--- config.mk ---
export PLATFORM = sky130hd
export DESIGN_NAME = box_slave_flat
export DESIGN_NICKNAME = d
export VERILOG_FILES = /design/src/rtl/box_slave_pkg.sv /design/src/rtl/axi_if.sv /design/src/rtl/box_beat_packer.sv /design/src/rtl/box_slave.sv /design/src/flat_wrapper.sv
export SDC_FILE = /design/constraint.sdc
export NUM_CORES = 1
export LEC_CHECK = 0
export BUFFER_PORTS_ARGS = -buffer_cell sky130_fd_sc_hd__buf_2
export CAP_MARGIN = 20
export CELL_PAD_IN_SITES_DETAIL_PLACEMENT = 1
export CELL_PAD_IN_SITES_GLOBAL_PLACEMENT = 2
export CORE_MARGIN = 2
export CORE_UTILIZATION = 25
export DETAILED_ROUTE_END_ITERATION = 8
export PLACE_DENSITY_LB_ADDON = 0.1
export SYNTH_ARGS = -nofsm -noshare
export SYNTH_HDL_FRONTEND = slang
export SYNTH_SLANG_ARGS = --single-unit
--- constraint.sdc ---
create_clock -name clk -period 1.85 [get_ports clk]
set_input_delay 0.185 -clock clk [delete_from_list [all_inputs] [get_ports clk]]
set_output_delay 0.185 -clock clk [all_outputs]
set_load 0.1 [all_outputs]
--- src/rtl/box_slave_pkg.sv ---
// box_slave_pkg: shared widths, captured-slot layout and FSM encoding
// for the AXI3 write capture stage.
package box_slave_pkg;
    localparam int PDATA_WIDTH   = 32;
    localparam int PSTRB_WIDTH   = PDATA_WIDTH / 8;
    localparam int PLENGTH_WIDTH = 4;
    localparam int ID_WIDTH      = 4;
    localparam int ADDR_WIDTH    = 32;
    localparam int USER_WIDTH    = 4;
    localparam int MAX_BEATS     = 8;

    localparam logic [1:0] BRESP_OKAY   = 2'b00;
    localparam logic [1:0] BRESP_SLVERR = 2'b10;

    typedef struct packed {
        logic [ID_WIDTH-1:0]              awid;
        logic [ADDR_WIDTH-1:0]            awaddr;
        logic [PLENGTH_WIDTH-1:0]         awlen;
        logic [2:0]                       awsize;
        logic [1:0]                       awburst;
        logic [USER_WIDTH-1:0]            awuser;
        logic [MAX_BEATS*PDATA_WIDTH-1:0] data;
        logic [MAX_BEATS*PSTRB_WIDTH-1:0] strb;
    } spec_slot;

    typedef enum logic [1:0] {IDLE, DATA, HAND, RESP} box_slave_state_e;

    // Bursts that cannot fit the slot or use the reserved burst type
    function automatic logic aw_malformed(input logic [PLENGTH_WIDTH-1:0] len,
                                          input logic [1:0] burst);
        return (len > PLENGTH_WIDTH'(MAX_BEATS - 1)) || (burst == 2'b11);
    endfunction
endpackage

--- src/rtl/axi_if.sv ---
// axi_if: AXI3 write address and write data channels as seen by the capture slave.
interface axi_if;
    import box_slave_pkg::*;
    logic [ID_WIDTH-1:0]      awid;
    logic [ADDR_WIDTH-1:0]    awaddr;
    logic [PLENGTH_WIDTH-1:0] awlen;
    logic [2:0]               awsize;
    logic [1:0]               awburst;
    logic [USER_WIDTH-1:0]    awuser;
    logic                     awvalid;
    logic                     awready;
    logic [ID_WIDTH-1:0]      wid;
    logic [PDATA_WIDTH-1:0]   wdata;
    logic [PSTRB_WIDTH-1:0]   wstrb;
    logic                     wlast;
    logic                     wvalid;
    logic                     wready;

    modport slave_add  (input awid, awaddr, awlen, awsize, awburst, awuser, awvalid,
                        output awready);
    modport slave_data (input wid, wdata, wstrb, wlast, wvalid,
                        output wready);
endinterface

--- src/rtl/box_beat_packer.sv ---
// box_beat_packer: saturating beat counter and per-lane data/strobe capture
// that packs W beats into the slot vectors.
module box_beat_packer
    import box_slave_pkg::*;
(
    input  logic                             clk,
    input  logic                             rst_n,
    input  logic                             i_clear,
    input  logic                             i_beat,
    input  logic                             i_store,
    input  logic [PDATA_WIDTH-1:0]           i_wdata,
    input  logic [PSTRB_WIDTH-1:0]           i_wstrb,
    output logic [PLENGTH_WIDTH-1:0]         o_beat,
    output logic [MAX_BEATS*PDATA_WIDTH-1:0] o_data,
    output logic [MAX_BEATS*PSTRB_WIDTH-1:0] o_strb
);
    localparam logic [PLENGTH_WIDTH-1:0] SAT = PLENGTH_WIDTH'(MAX_BEATS);

    logic [PLENGTH_WIDTH-1:0] r_beat;

    always_ff @(posedge clk or negedge rst_n)
        if (!rst_n)
            r_beat <= '0;
        else if (i_clear)
            r_beat <= '0;
        else if (i_beat && r_beat != SAT)
            r_beat <= r_beat + 1'b1;

    assign o_beat = r_beat;

    // A saturated counter matches no lane, so overflow beats are dropped
    for (genvar l = 0; l < MAX_BEATS; l++) begin : g_lane
        logic [PDATA_WIDTH-1:0] r_data;
        logic [PSTRB_WIDTH-1:0] r_strb;
        always_ff @(posedge clk or negedge rst_n)
            if (!rst_n) begin
                r_data <= '0;
                r_strb <= '0;
            end else if (i_clear) begin
                r_data <= '0;
                r_strb <= '0;
            end else if (i_beat && i_store && r_beat == PLENGTH_WIDTH'(l)) begin
                r_data <= i_wdata;
                r_strb <= i_wstrb;
            end
        assign o_data[l*PDATA_WIDTH +: PDATA_WIDTH] = r_data;
        assign o_strb[l*PSTRB_WIDTH +: PSTRB_WIDTH] = r_strb;
    end
endmodule

--- src/rtl/box_slave.sv ---
// box_slave: captures one AXI3 write burst into a spec_slot, hands it downstream
// on tran_valid/tran_ready, then answers B; malformed bursts get SLVERR only.
module box_slave
    import box_slave_pkg::*;
#(
    parameter int WTIMEOUT = 255
)
(
    input  logic                clk,
    input  logic                rst_n,
    axi_if.slave_add            s_add,
    axi_if.slave_data           s_data,
    output logic [ID_WIDTH-1:0] bid,
    output logic [1:0]          bresp,
    output logic                bvalid,
    input  logic                bready,
    output logic                tran_valid,
    input  logic                tran_ready,
    output spec_slot            out_slot,
    output logic                ready_fall
);
    localparam int TW = 16;
    localparam logic [TW-1:0] TMO_LAST = TW'(WTIMEOUT - 1);

    box_slave_state_e          r_state;
    logic                      r_awready, r_wready, r_err;
    logic                      r_tran_valid, r_bvalid, r_ready_fall;
    logic [1:0]                r_bresp;
    logic [TW-1:0]             r_tmo;
    logic [ID_WIDTH-1:0]       r_awid;
    logic [ADDR_WIDTH-1:0]     r_awaddr;
    logic [PLENGTH_WIDTH-1:0]  r_awlen;
    logic [2:0]                r_awsize;
    logic [1:0]                r_awburst;
    logic [USER_WIDTH-1:0]     r_awuser;

    logic                             w_aw, w_beat, w_at_len, w_end, w_beat_err, w_tmo;
    logic [PLENGTH_WIDTH-1:0]         w_k;
    logic [MAX_BEATS*PDATA_WIDTH-1:0] w_data;
    logic [MAX_BEATS*PSTRB_WIDTH-1:0] w_strb;

    assign w_aw       = s_add.awvalid & r_awready;
    assign w_beat     = s_data.wvalid & r_wready;
    assign w_at_len   = (w_k == r_awlen);
    assign w_end      = w_beat & (s_data.wlast | w_at_len);
    // wlast must coincide exactly with beat awlen: early and late both flag
    assign w_beat_err = (s_data.wid != r_awid) | (s_data.wlast ^ w_at_len);
    assign w_tmo      = (WTIMEOUT != 0) && !w_beat && (r_tmo == TMO_LAST);

    box_beat_packer u_packer (
        .clk     (clk),
        .rst_n   (rst_n),
        .i_clear (w_aw),
        .i_beat  (w_beat),
        .i_store (!r_err),
        .i_wdata (s_data.wdata),
        .i_wstrb (s_data.wstrb),
        .o_beat  (w_k),
        .o_data  (w_data),
        .o_strb  (w_strb)
    );

    always_ff @(posedge clk or negedge rst_n)
        if (!rst_n) begin
            r_state      <= IDLE;
            r_awready    <= 1'b1;
            r_wready     <= 1'b0;
            r_err        <= 1'b0;
            r_tran_valid <= 1'b0;
            r_bvalid     <= 1'b0;
            r_bresp      <= BRESP_OKAY;
            r_ready_fall <= 1'b0;
            r_tmo        <= '0;
            r_awid       <= '0;
            r_awaddr     <= '0;
            r_awlen      <= '0;
            r_awsize     <= '0;
            r_awburst    <= '0;
            r_awuser     <= '0;
        end else begin
            r_ready_fall <= 1'b0;
            case (r_state)
                IDLE: if (w_aw) begin
                    r_awid    <= s_add.awid;
                    r_awaddr  <= s_add.awaddr;
                    r_awlen   <= s_add.awlen;
                    r_awsize  <= s_add.awsize;
                    r_awburst <= s_add.awburst;
                    r_awuser  <= s_add.awuser;
                    r_err     <= aw_malformed(s_add.awlen, s_add.awburst);
                    r_awready <= 1'b0;
                    r_wready  <= 1'b1;
                    r_tmo     <= '0;
                    r_state   <= DATA;
                end
                DATA: begin
                    r_tmo <= w_beat ? '0 : r_tmo + 1'b1;
                    if (w_beat)
                        r_err <= r_err | w_beat_err;
                    if (w_end || w_tmo) begin
                        r_wready <= 1'b0;
                        if (w_end && !(r_err | w_beat_err)) begin
                            r_tran_valid <= 1'b1;
                            r_state      <= HAND;
                        end else begin
                            r_err    <= 1'b1;
                            r_bvalid <= 1'b1;
                            r_bresp  <= BRESP_SLVERR;
                            r_state  <= RESP;
                        end
                    end
                end
                HAND: if (tran_ready) begin
                    r_tran_valid <= 1'b0;
                    r_ready_fall <= 1'b1;
                    r_bvalid     <= 1'b1;
                    r_bresp      <= BRESP_OKAY;
                    r_state      <= RESP;
                end
                RESP: if (bready) begin
                    r_bvalid  <= 1'b0;
                    r_awready <= 1'b1;
                    r_state   <= IDLE;
                end
                default: r_state <= IDLE;
            endcase
        end

    assign s_add.awready = r_awready;
    assign s_data.wready = r_wready;
    assign bid           = r_awid;
    assign bresp         = r_bresp;
    assign bvalid        = r_bvalid;
    assign tran_valid    = r_tran_valid;
    assign ready_fall    = r_ready_fall;
    assign out_slot      = '{awid: r_awid, awaddr: r_awaddr, awlen: r_awlen,
                             awsize: r_awsize, awburst: r_awburst, awuser: r_awuser,
                             data: w_data, strb: w_strb};
endmodule

--- src/flat_wrapper.sv ---
// flat-port wrapper written by rule: the top's interface ports become plain ports
module box_slave_flat import box_slave_pkg::*;
#(
    parameter int WTIMEOUT = 255
)
  (clk, rst_n, bid, bresp, bvalid, bready, tran_valid, tran_ready, out_slot, ready_fall, s_add_awid, s_add_awaddr, s_add_awlen, s_add_awsize, s_add_awburst, s_add_awuser, s_add_awvalid, s_add_awready, s_data_wid, s_data_wdata, s_data_wstrb, s_data_wlast, s_data_wvalid, s_data_wready);
  axi_if s_add_i ();
  axi_if s_data_i ();
  input  logic clk;
  input  logic rst_n;
  output logic [ID_WIDTH-1:0] bid;
  output logic [1:0] bresp;
  output logic bvalid;
  input  logic bready;
  output logic tran_valid;
  input  logic tran_ready;
  output spec_slot out_slot;
  output logic ready_fall;
  input wire logic [$bits(s_add_i.awid)-1:0] s_add_awid;
  input wire logic [$bits(s_add_i.awaddr)-1:0] s_add_awaddr;
  input wire logic [$bits(s_add_i.awlen)-1:0] s_add_awlen;
  input wire logic [$bits(s_add_i.awsize)-1:0] s_add_awsize;
  input wire logic [$bits(s_add_i.awburst)-1:0] s_add_awburst;
  input wire logic [$bits(s_add_i.awuser)-1:0] s_add_awuser;
  input wire logic [$bits(s_add_i.awvalid)-1:0] s_add_awvalid;
  output wire logic [$bits(s_add_i.awready)-1:0] s_add_awready;
  input wire logic [$bits(s_data_i.wid)-1:0] s_data_wid;
  input wire logic [$bits(s_data_i.wdata)-1:0] s_data_wdata;
  input wire logic [$bits(s_data_i.wstrb)-1:0] s_data_wstrb;
  input wire logic [$bits(s_data_i.wlast)-1:0] s_data_wlast;
  input wire logic [$bits(s_data_i.wvalid)-1:0] s_data_wvalid;
  output wire logic [$bits(s_data_i.wready)-1:0] s_data_wready;
  assign s_add_i.awid = s_add_awid;
  assign s_add_i.awaddr = s_add_awaddr;
  assign s_add_i.awlen = s_add_awlen;
  assign s_add_i.awsize = s_add_awsize;
  assign s_add_i.awburst = s_add_awburst;
  assign s_add_i.awuser = s_add_awuser;
  assign s_add_i.awvalid = s_add_awvalid;
  assign s_add_awready = s_add_i.awready;
  assign s_data_i.wid = s_data_wid;
  assign s_data_i.wdata = s_data_wdata;
  assign s_data_i.wstrb = s_data_wstrb;
  assign s_data_i.wlast = s_data_wlast;
  assign s_data_i.wvalid = s_data_wvalid;
  assign s_data_wready = s_data_i.wready;
  box_slave #(.WTIMEOUT(WTIMEOUT)) u_core (.clk(clk), .rst_n(rst_n), .s_add(s_add_i), .s_data(s_data_i), .bid(bid), .bresp(bresp), .bvalid(bvalid), .bready(bready), .tran_valid(tran_valid), .tran_ready(tran_ready), .out_slot(out_slot), .ready_fall(ready_fall));
endmodule
* Word level (Yosys, flattened, before mapping)
Cells that the tools add are included.
** Operators by class
- Shifts and indexed selects :: 0
- Equal/unequal tests :: 21
- Div/mod/pow operators :: 0
- Order comparisons :: 1
- Bitwise gates (word level) :: 7
- Mux-type cells :: 69
- Add/sub/neg operators :: 2
- Multiply operators :: 0
- Reduce and logical (&&, ||, !) cells :: 40
** Operator list (count)
- $mux W32 :: 16
- $mux W4 :: 18
- $mux W16 :: 2
- $pmux W16 S2 :: 1
- $reduce_bool A2 Y1 :: 12
- $mux W1 :: 18
- $add A16 B1 Y16 const B :: 1
- $eq A16 B8 Y1 const B :: 1
- $eq A4 B3 Y1 const B :: 4
- $mux W2 :: 7
- $logic_and A1 B1 Y1 :: 12
- $reduce_and A4 Y1 :: 3
- $eq A4 B2 Y1 const B :: 2
- $ne A2 B2 Y1 const B :: 4
- $pmux W1 S2 :: 4
- $pmux W2 S4 :: 1
- $eq A2 B2 Y1 const B :: 3
- $reduce_and A3 Y1 :: 2
- $reduce_and A5 Y1 :: 1
- $add A4 B1 Y4 const B :: 1
- $eq A4 B1 Y1 const B :: 1
- $eq A4 B4 Y1 :: 1
- $gt A4 B3 Y1 const B :: 1
- $logic_not A4 Y1 :: 1
- other kinds (14) :: 23
** Word-level totals
- Memory bits (writable) :: 0
- Bits in read-only memories :: 0
- Latch bits :: 0
- Logic and storage cells :: 172
- Bits of input ports :: 96
- Flip-flop bits (word level) :: 367
- Memories :: 0

* Logic depth before layout (Yosys ltp)
Gate-level depths: netlist (run 1).
- Depth after elaboration :: 9
- Depth in mapped cells :: 9

* Cells and area by module
A second synthesis (run 1) with hierarchy kept.
** Second synthesis, totals
- Cells, all modules :: 1442
- Area total of the unflattened synthesis :: 16544.6 um2
** Modules (own cells, without submodules)
- box_beat_packer :: sequential area each 7307.0 um2, area an instance 13058.8 um2, cells each 1038, instances 1
- box_slave :: sequential area each 1853.0 um2, area an instance 3485.8 um2, cells each 404, instances 1

* Worst setup path after synthesis (run 1)
OpenSTA, ideal clock, no wires.
- Path kind :: reg-to-reg
- Start point :: reg u_core.r_awlen[0]
- End point :: reg u_core.r_bvalid, in the netlist u_core.bvalid
- Cell stages (with the launch flop) :: 9
- Period minus slack after synthesis :: 2.556 ns
- Arrival time :: 2.417 ns
- Required time :: 1.711 ns
- Path slack :: -0.706 ns
- Path buffers :: 0
- Cells stage by stage :: dfrtp_1 -> xnor2_1 -> nand4_1 -> ha_1 -> nor2_1 -> nor4b_1 -> nand3_1 -> a41oi_1 -> a41oi_1
** On the way
- Longest elaborated chain between the ends :: 8
- Elaborated cells between the ends (all ways) :: 12
- Those cells by class :: eq/ne (3); bitwise (5); reduce/logical (4)
** Ends and longest elaborated chain
- from (decl) :: line box_slave.sv:32 : logic [PLENGTH_WIDTH-1:0] r_awlen;
- from (signal assigned) :: line box_slave.sv:86 : r_awlen <= s_add.awlen;
- $eq A4 B4 Y1 (*) :: line box_slave.sv:44 : assign w_at_len = (w_k == r_awlen);
- $xor A1 B1 Y1 :: line box_slave.sv:47 : assign w_beat_err = (s_data.wid != r_awid) | (s_data.wlast ^ w_at_len);
- $or A1 B1 Y1 :: line box_slave.sv:47
- $or A1 B1 Y1 :: line box_slave.sv:102 : if (w_end && !(r_err | w_beat_err)) begin
- $logic_not A1 Y1 :: line box_slave.sv:102
- $logic_and A1 B1 Y1 :: line box_slave.sv:102
- $ne A2 B2 Y1 (no source line)
- $reduce_and A5 Y1 (no source line) (*)
- to (signal assigned) :: line box_slave.sv:107 : r_bvalid <= 1'b1;
- to (signal assigned) :: line box_slave.sv:116 : r_bvalid <= 1'b1;
- to (signal assigned) :: line box_slave.sv:121 : r_bvalid <= 1'b0;
- to (decl) :: line box_slave.sv:27 : logic r_tran_valid, r_bvalid, r_ready_fall;
Every way passes the cells marked *; elsewhere a longest branch is shown, timed or not.
A chain may end at the register's enable or synchronous reset.

* Final worst setup path (run 1)
- Start point :: reg u_core.r_awlen[3]
- End point :: reg u_core.r_state[0]
** On the way
- Longest elaborated chain between the ends :: 9
- Elaborated cells between the ends (all ways) :: 14
- Those cells by class :: eq/ne (2); mux (3); bitwise (5); reduce/logical (4)
** Ends and longest elaborated chain
- $eq A4 B4 Y1 (*) :: line box_slave.sv:44
- $xor A1 B1 Y1 :: line box_slave.sv:47
- $or A1 B1 Y1 :: line box_slave.sv:47
- $or A1 B1 Y1 :: line box_slave.sv:102
- $logic_not A1 Y1 :: line box_slave.sv:102
- $logic_and A1 B1 Y1 :: line box_slave.sv:102
- $mux W1 :: line box_slave.sv:102
- $mux W2 :: line box_slave.sv:100 : if (w_end || w_tmo) begin
- $pmux W2 S4 :: line box_slave.sv:82 : case (r_state)
- to (signal assigned) :: line box_slave.sv:94 : r_state <= DATA;
- to (signal assigned) :: line box_slave.sv:104 : r_state <= HAND;
- to (signal assigned) :: line box_slave.sv:109 : r_state <= RESP;
- to (decl) :: line box_slave.sv:25 : box_slave_state_e r_state;
Every way passes the cells marked *; elsewhere a longest branch is shown, timed or not. The select of a mux whose other input is x is not followed.

==> results of run 1 <==
==> cell families (layout without fill, tap and decap cells) <==
| family | count (synthesis) | after routing |
|---|---|---|
| compound gates | 338 | 338 |
| xor+xnor | 17 | 17 |
| fa+ha+maj | 12 | 12 |
| buf+inv | 151 | 740 |
| flops | 366 | 366 |
| mux | 51 | 51 |
| other cells | 1 | 1 |
| simple gates | 667 | 667 |
==> stage by stage <==
stage / setup TNS [ns] / std cells / utilization [%] / power (W)
6_report: -1.08 / 2974 / 36.3 / 0.0173
5_1_grt: -4.99 / 2974 / 36.3 / 0.0179
4_1_cts: -1.07 / 2949 / 35.3 / 0.0176
3_5_place_dp: -1.22 / 2780 / 31.4 / 0.00870
3_3_place_gp: -0.936 / 2780 / 31.4 / 0.00869
2_1_floorplan: -8.32 / 1603 / - / 0.00829
==> routing by layer <==
layer / vias up / wire [um]
met5: - / 0
met4: 0 / 1170
met3: 71 / 3740
met2: 320 / 33500
met1: 6987 / 28700
li1: 6315 / -
==> cells in the mapped netlist <==
master / number
mux2_2: 50
nand4_1: 6
a31oi_1: 5
and4b_1: 1
o21ai_0: 17
a2111oi_0: 1
nor4b_1: 1
a21o_1: 1
ha_1: 12
nand2_2: 1
or2_2: 1
nor2b_1: 3
nor4_4: 1
conb_1: 1
nand3_1: 9
a211o_1: 2
and2_1: 12
inv_1: 11
nand2b_1: 1
o21bai_1: 2
nand2_1: 596
or3_1: 3
a41oi_1: 2
clkbuf_1: 63
xnor2_1: 8
o2bb2ai_1: 1
dfstp_2: 1
nor3_1: 5
buf_4: 63
dfrtp_1: 365
and3_1: 3
a21oi_1: 301
and4_1: 1
o41ai_1: 1
nor4_1: 1
nor4b_4: 1
mux2i_1: 1
xor2_1: 9
a21bo_2: 1
nor2_1: 20
nand3b_1: 1
buf_2: 14
a21boi_0: 1
o31ai_1: 3
==> worst paths after layout <==
path / start / to / slack (ns) / depth (start not counted)
max: u_core.r_awlen[3] / u_core.r_state[0] / -0.36 / 8
min: rst_n / u_core.u_packer.g_lane[7].r_data[9] / 0.07 / 2
max reg2reg: u_core.r_awlen[3] / u_core.r_state[0] / -0.36 / 8
min reg2reg: u_core.r_awaddr[30] / u_core.r_awaddr[30] / 0.51 / 1
max in group asynchronous: rst_n / u_core.u_packer.g_lane[3].r_data[17] / 0.97 / 4
min in group clk: s_data_wvalid / u_core.r_tmo[7] / 0.10 / 3
==> state kept, by name, indices dropped and copies added (netlist names), 3 cells and up <==
name,flops
u_core.bid,4
u_core.r_awaddr,32
u_core.r_awlen,4
u_core.r_awsize,3
u_core.r_awuser,4
u_core.r_tmo,16
u_core.u_packer.g_lane.r_data,256
u_core.u_packer.g_lane.r_strb,32
u_core.u_packer.o_beat,4
==> report_power, final <==
group          switching (W)  internal [W]  total, W
Combinational       0.000412      0.000254  0.000666
Sequential        0.00000452       0.00801   0.00801
Clock                0.00351       0.00507   0.00857
Total                0.00392        0.0133    0.0173
==> critical path, delay by kind of cell, from the launching register on <==
family,cells,cell delay [ns]
and+or+nand+nor,2,0.38
adders and majority gates,1,0.21
xor gates and xnor gates,1,0.15
AOI/OAI and AO/OA,4,0.83
DFF,1,0.49
==> area by class of cell <==
cell class	instances	area (sq um)	share of cell area, %
clock buffers	73	1340	6.14
clock inverters	5	53.8	0.246
inverters	11	41.3	0.189
multi-input cells	1086	5510	25.1
flip-flops and latches	366	9190	41.9
well taps	782	978	4.47
repair buffers	651	4790	21.9
==> timing repair <==
| action | in CTS | in global routing |
|---|---|---|
| endpoints found under the setup margin | 11 | 184 |
| resized for setup | 7 | 39 |
| gates cloned | 0 | 15 |
| endpoints found under the hold margin | 551 | 0 |
| buffers inserted | 2 | 10 |
| pin swaps | 3 | 4 |
| hold buffers | 89 | 0 |
==> results.md, run 1 <==
- Max-slew violations: 0
- Layout cell share with drive strength beyond 1: between 30% and 40%
- Synth unique cells: 44
- Final min period: ~2.2 ns
- Post-Syn Area per Cell: 9.52 sq um
- Post-Syn Instances: 1603
- Area grow syn2layout: 43.5%
- # diodes: 0
- Nets: roughly 2300
- Ys Warns: 0
- Crit path DAT: 2.64 ns
- Adder-Cell Fraction of Synth Area: 0.984%
- Max Clk Rate: about 450 MHz
- Ranking of synthesized cells by area: dfrtp_1 (60%), nand2_1 (15%), a21oi_1 (9.9%)
- Worst slew pin tran: 0.557 ns
- CTS Sinks: between 300 and 400
- Largest net degree at the start of global routing: 75
- I/O pin count: 444
- LEAKAGE: ~11 nW
- Row count: 90
- GR Util All Layers: 20.0%
- Failing checks: negative setup slack
- Antenna-violating nets left: 0
- M2 GR Usage: 34.1%
- Clock buffer count from CTS: 45
- Worst skew pair latency: 0.57 ns
- Combinational family with the most area after synthesis: simple AND/OR/NAND/NOR gates
- Worst Hold Class: in2async
- Peak VDD IR: just over 0.5 mV
- Final wirelength: 67.1 mm
- Starting Density: 25.3%
- Net Count, Synth: 1711
- Final hold vios: 0
- Vias in the first global route: 14400
- Place WS: -0.375 ns
- TritonRoute pass-1 iters: 4
- Unrepaired setup endpoints after global routing: true
- Die ar.: ~0.063 sq mm
- Die height: 251 um
- Worst Skew: 0.0194 ns
- Crit path largest cell delay: a little under 0.5 ns
- Most frequent cells in the layout: nand2_1 (587), buf_2 (440), dfrtp_1 (357), a21oi_1 (295), dlygate4sd3_1 (89)
- Mapped Area: 0.0153 sq mm
- Kind of critical path: reg2reg
- Slew HR: between 60% and 70%
- Filler cell count: 6936
- Initial DRC Count: around 560
- Core footprint: between 0.06 and 0.07 sq mm
- Critical Path RT: 2.28 ns
- Dpl hpwl: 43.7 mm
- Setup violators final: 10
- Max H-tree Level: 2
- Commonest non-fill, non-tap cell in the layout: nand2_1
- Setup crit start kind: flop
- DP Area: ~0.019 sq mm
- Largest area contributor in the netlist: dfrtp_1
- Seq cells post-synth: 366
- Critical path's slowest cell: dfrtp_4
- Worst-path clk slew: ~0.06 ns
- Top fanout value on the critical path: 3
- Setup crit end kind: flop
- Maximum clock path buffer count: 3
- Mux share of post-synthesis cell area: about 3.8%
- GP Congestion: roughly 0.77
- GR Util met3: 4.97%
- Routed vias: between 10000 and 15000
- Post-synthesis sequential area ratio: about three fifths
- Hold slack: roughly 0.065 ns
- Overflow left after global routing: 0
- Compound-Gate Fraction of Synth Area: 11.4%
- Most frequent CP cell: o31ai_2
- Max Cap Viol: 0
- Grt peak-use layer: met2
- GR Util met1: 25.5%
- First-pass GRT wire length: approximately 95 mm
- Critical path cell sequence: xnor2_2 > nand4_1 > ha_2 > nand3b_1 > a2111oi_4 > a31oi_2 > o31ai_2 > o31ai_2
- Pwr/cell area: 788 mW/mm^2
- Initial antenna violation count: 0
- Final worst slack: -0.360 ns
- Vias per cell: approximately 4.6
- Drc violations: 0
- Period utilisation layout: 119%
- Die W: 251 um
- Root buf cell: clkbuf_16
- DR WL/cell: between 20 and 25 um
- Port bufs: between 400 and 500
- Design area: 0.0219 sq mm
- Synth top area share: 59.9%
- Area share of and/or/nand/nor cells after synthesis: 17.4%
- CTS tree: yes
- Status: finished, violations left
- Synth Area in XOR/XNOR: less than 1%
No activity file was read; power rests on OpenSTA's default activity.
==> run 2, diff against run 1 <==
CORE_ASPECT_RATIO = 1.5   (was not set)
CORE_UTILIZATION = 33   (was 25)
clock period = 2.6 ns   (was 1.85 ns; I/O delays follow)
==> results.md, run 2 (same netlist as run 1, synthesis figures left out) <==
- Routed vias: roughly 13000
- Largest net degree at the start of global routing: 52
- Setup crit start kind: flop
- Final worst slack: 0.343 ns
- Max Cap Viol: 0
- Setup crit end kind: flop
- Period utilisation layout: 86.8%
- Peak VDD IR: 0.444 mV
- Max-slew violations: 0
- Status: complete, no violations
- Share of power burned in registers: between 40 and 50%
- GP Congestion: a little under 0.8
- Area grow syn2layout: 30.3%
- Power, Total: 0.0116 W
- LEAKAGE: approximately 10 nW
- # diodes: 0
- Port bufs: 442
- Worst-path clk slew: 0.06 ns
- Place WS: 0.256 ns
- Core footprint: 0.0458 sq mm
- Final wirelength: 57.5 mm
- Cell internal pwr: roughly 0.0090 W
- Multi-input gate area: 0.00532 sq mm
- Clock buffer count from CTS: 39
- Antenna-violating nets left: 0
- Top flop regs: u_core.u_packer.g_lane.r_data x256, u_core.r_awaddr x32, u_core.u_packer.g_lane.r_strb x32
- Worst Skew: 0.0130 ns
- Overflow left after global routing: 0
- Top fanout value on the critical path: 6
- Layout cell share with drive strength beyond 1: a little under a third
- Top reg by flops: u_core.u_packer.g_lane.r_data
- Initial DRC Count: 586
- Worst slew pin tran: 0.645 ns
- Final hold vios: 0
- TritonRoute pass-1 iters: 4
- Design area: 0.0199 sq mm
- Die ar.: 0.0480 sq mm
- Drc violations: 0
- Vias per cell: a little under 5
- Starting Density: 33.3%
- Pwr/cell area: 585 mW/mm^2
- Unrepaired setup endpoints after global routing: false
- DP Area: 0.0181 sq mm
- First-pass GRT wire length: 87.8 mm
- Die height: around 270 um
- FF+latch area: roughly 0.0092 sq mm
- I/O pin count: between 400 and 500
- Worst skew pair latency: 0.54 ns
- Commonest non-fill, non-tap cell in the layout: nand2_1
- Vias in the first global route: 14100
- Max reg flops: 256
- Worst Hold Class: in2reg
- Max H-tree Level: 2
- Setup violators final: 0
- Dpl hpwl: 39.1 mm
- Max Clk Rate: 443 MHz
- Final min period: roughly 2.3 ns
- DR WL/cell: between 20 and 25 um
- Clk pwr share: approximately 47%
- Most frequent cells in the layout: nand2_1 (588), buf_2 (441), dfrtp_1 (365), a21oi_1 (301), dlygate4sd3_1 (51)
- Die W: around 180 um
- GR Util All Layers: approximately a quarter
- Sw Ratio: 22.6%
- Nets: 2160
- CTS tree: yes
- Initial antenna violation count: 0
- Root buf cell: clkbuf_16
- Row count: 96
- Slew HR: a little under three fifths
- Maximum clock path buffer count: 3
- Switching power: 0.00263 W
- Power share of the combinational group: 3.5%
- CTS Sinks: 366
- Crit path DAT: 2.68 ns
- Critical Path RT: just over 3 ns
- Kind of critical path: reg2reg
- Filler cell count: between 5000 and 6000
- Setup TNS: 0 ns
[run 2: changes by cell type in the layout (fill, tap and decap cells not counted), moves of 5 or more]
cell	before	now
dlygate4sd3_1	89	51
buf_4	59	35
buf_12	41	20
clkbuf_16	60	41
and2_4	9	1
dfrtp_1	357	365
and2_2	1	8
buf_6	7	0
a21oi_1	295	301
a21oi_2	6	0
clkbuf_1	19	14
dfrtp_4	5	0
[run 2: final cells by class]
cell class	count	area share, %
clock inverter	8	0.327
multi-input combinational	1086	26.8
timing repair buffer	548	17.1
clock buffer	61	5.84
sequential	366	46.1
inverter	11	0.208
tap	588	3.70
[run 2: routing by layer]
metal / wire [um] / track usage [%]
met2: 29600 / 42.2
met3: 2700 / 4.51
met4: 2000 / 8.50
met5: 0 / 0
met1: 23200 / 28.6
[run 2: critical path, cell delays in order (launching register included)]
cell,delay (ns)
dfrtp_1,0.51
xnor2_1,0.16
nand4_1,0.12
ha_1,0.22
nand3b_1,0.17
a2111oi_0,0.43
a31oi_1,0.16
o31ai_1,0.28
o31ai_1,0.10
[run 2: metrics by stage]
stage | instances | hold WS, ns | utilization [%]
6_report | 2668 | 0.0500 | 43.4
5_1_grt | 2668 | 0.0372 | 43.4
4_1_cts | 2668 | 0.0302 | 43.4
3_5_place_dp | 2548 | 0.208 | 39.6
3_3_place_gp | 2548 | 0.210 | 39.6
2_1_floorplan | 1603 | -0.0356 | -
[run 2: power by group through the flow]
stage / registers, W / clock network [W] / logic (W)
after floorplan: 0.00580 / 0 / 0.0000960
after global placement: 0.00580 / 0 / 0.000360
after detailed placement: 0.00580 / 0 / 0.000363
after CTS: 0.00570 / 0.00568 / 0.000424
after global routing: 0.00569 / 0.00587 / 0.000453
final: 0.00570 / 0.00552 / 0.000412
[run 2: path summary, 6_finish.rpt]
check	start	to	slack [ns]	depth (start not counted)
setup / recovery	u_core.u_packer.o_beat[3]	u_core.r_state[0]	0.34	8
max in group asynchronous	rst_n	u_core.r_awaddr[25]	1.44	4
setup reg to reg	u_core.u_packer.o_beat[3]	u_core.r_state[0]	0.34	8
hold reg to reg	u_core.r_awaddr[8]	u_core.r_awaddr[8]	0.50	1
min in group asynchronous	rst_n	u_core.u_packer.g_lane[2].r_data[5]	0.23	2
hold / removal	bready	u_core.s_add.awready	0.05	3
[run 2: what timing repair did]
| action | 4_1_cts | 5_1_grt |
|---|---|---|
| endpoints found under the setup margin | 0 | 1 |
| resized for setup | 0 | 1 |
| hold buffers | 51 | 0 |
| setup buffers | 0 | 0 |
| hold endpoints to repair | 91 | 0 |
==> run 3, diff against run 2 <==
RECOVER_POWER = 25   (was not set)
==> results.md, run 3 (same netlist as run 1, synthesis figures left out) <==
- Setup bufs post-CTS: 0
- Setup crit start kind: input port
- Initial antenna violation count: 0
- Antenna-violating nets left: 0
- Design area: between 0.015 and 0.02 sq mm
- Dpl hpwl: 39.1 mm
- Period utilisation layout: 86.8%
- Power, Total: 0.0116 W
- Top flop regs: u_core.u_packer.g_lane.r_data x256, u_core.r_awaddr x32, u_core.u_packer.g_lane.r_strb x32
- I/O pin count: 444
- Pwr/cell area: 586 mW/mm^2
- CTS Sinks: about 370
- Largest net degree at the start of global routing: 52
- Worst slew pin tran: between 1 and 1.5 ns
- Final wirelength: ~57 mm
- TritonRoute pass-1 iters: 4
- Crit path DAT: roughly 3.0 ns
- Clk pwr share: between 40% and 50%
- Max Cap Viol: 0
- Power share of the combinational group: 3.4%
- Most frequent cells in the layout: nand2_1 (588), buf_2 (441), dfrtp_1 (365), a21oi_1 (301), dlygate4sd3_1 (51)
- Overflow left after global routing: 0
- Setup TNS: 0 ns
- Kind of critical path: in2async
- Setup violators final: 0
- Commonest non-fill, non-tap cell in the layout: nand2_1
- CTS tree: yes
- Sw Ratio: 22.6%
- Final hold vios: 0
- Vias in the first global route: 14100
- DR WL/cell: 21.5 um
- Worst-path clk slew: 0.06 ns
- Core footprint: ~0.046 sq mm
- Initial DRC Count: 650
- Routed vias: 13200
- Setup crit end kind: async pin
- Root buf cell: clkbuf_16
- Nets: 2160
- Max-slew violations: 0
- Slew HR: around 11%
- Worst Skew: 0.0128 ns
- Die height: 267 um
- Worst skew pair latency: 0.54 ns
- GR Util All Layers: 23.8%
- Area grow syn2layout: 29.8%
- DP Area: 0.0181 sq mm
- Status: complete, no violations
- Worst Hold Class: in2reg
- Row count: 96
- LEAKAGE: between 10 and 15 nW
- Switching power: between 0.002 and 0.003 W
- Clock buffer count from CTS: 39
- GP Congestion: slightly below 0.8
- Peak VDD IR: 0.444 mV
- Cell internal pwr: 0.00899 W
- Die ar.: 0.0480 sq mm
- Max H-tree Level: 2
- Vias per cell: 4.96
- Max reg flops: 256
- Share of power burned in registers: 49.1%
- Max Clk Rate: 443 MHz
- Final min period: 2.26 ns
- Hold slack: 0.0469 ns
- Drc violations: 0
- Starting Density: 33.3%
- Unrepaired setup endpoints after global routing: false
- Top reg by flops: u_core.u_packer.g_lane.r_data
- Maximum clock path buffer count: 3
- Top fanout value on the critical path: 48
- # diodes: 0
- Critical Path RT: 3.33 ns
- Port bufs: 442
- Layout cell share with drive strength beyond 1: 30.1%
- First-pass GRT wire length: 87.8 mm
- Die W: 180 um
[run 3: cell types whose count changed in the layout (fill, tap and decap cells not counted), sizes merged]
cell    delta
clkbuf     +8
buf        -8
[run 3: layer usage]
layer  GRT usage, %  up-vias  part of all wire (%)
li1               -     6080                     -
met1           28.6     6700                    40
met2           42.2      365                    52
met3           4.51       75                   5.0
met4           8.50        0                   3.5
met5              0        -                     0
[run 3: path summary, 6_finish.rpt]
check	endpoint	slack, ns	from	cells after the start
worst max-delay path	u_core.u_packer.g_lane[5].r_data[25]	0.34	rst_n	4
worst min-delay path	u_core.u_packer.g_lane[1].r_data[31]	0.05	s_data_wdata[31]	3
worst max register to register	u_core.r_state[0]	0.35	u_core.u_packer.o_beat[3]	8
worst min register to register	u_core.r_awaddr[8]	0.50	u_core.r_awaddr[8]	1
max in group clk	u_core.r_state[0]	0.35	u_core.u_packer.o_beat[3]	8
min in group asynchronous	u_core.u_packer.g_lane[2].r_data[7]	0.55	rst_n	2
[run 3: critical path, stage by stage]
cell	delay (ns)
dlygate4sd3_1	0.52
clkbuf_2	0.96
clkbuf_4	0.83
buf_12	0.30
[run 3: final cells by class]
class | count | area [sq um]
Clock buffer | 61 | 1160
Clock inverter | 8 | 65.1
Fill cell | 5332 | 26000
Inverter | 11 | 41.3
Multi-Input combinational cell | 1086 | 5320
Sequential cell | 366 | 9160
Tap cell | 588 | 736
Timing Repair Buffer | 548 | 3330
[run 3: power by group through the flow]
stage | Sequential [W] | Clock (W) | Combinational [W]
6_report | 0.00570 | 0.00552 | 0.000397
5_1_grt | 0.00569 | 0.00587 | 0.000438
4_1_cts | 0.00570 | 0.00568 | 0.000424
3_5_place_dp | 0.00580 | 0 | 0.000363
3_3_place_gp | 0.00580 | 0 | 0.000360
2_1_floorplan | 0.00580 | 0 | 0.0000960
[run 3: per-stage QoR]
stage,instances,setup WS [ns],utilization [%]
final,2668,0.342,43.3
after global routing,2668,0.0313,43.3
after CTS,2668,0.230,43.4
after detailed placement,2548,0.256,39.6
after global placement,2548,0.298,39.6
after floorplan,1603,0.0445,-
[run 3: timing repair]
| action | 4_1_cts | 5_1_grt |
|---|---|---|
| hold endpoints to repair | 91 | 0 |
| hold buffers | 51 | 0 |
| setup endpoints to repair | 0 | 1 |
| gates resized for setup | 0 | 1 |
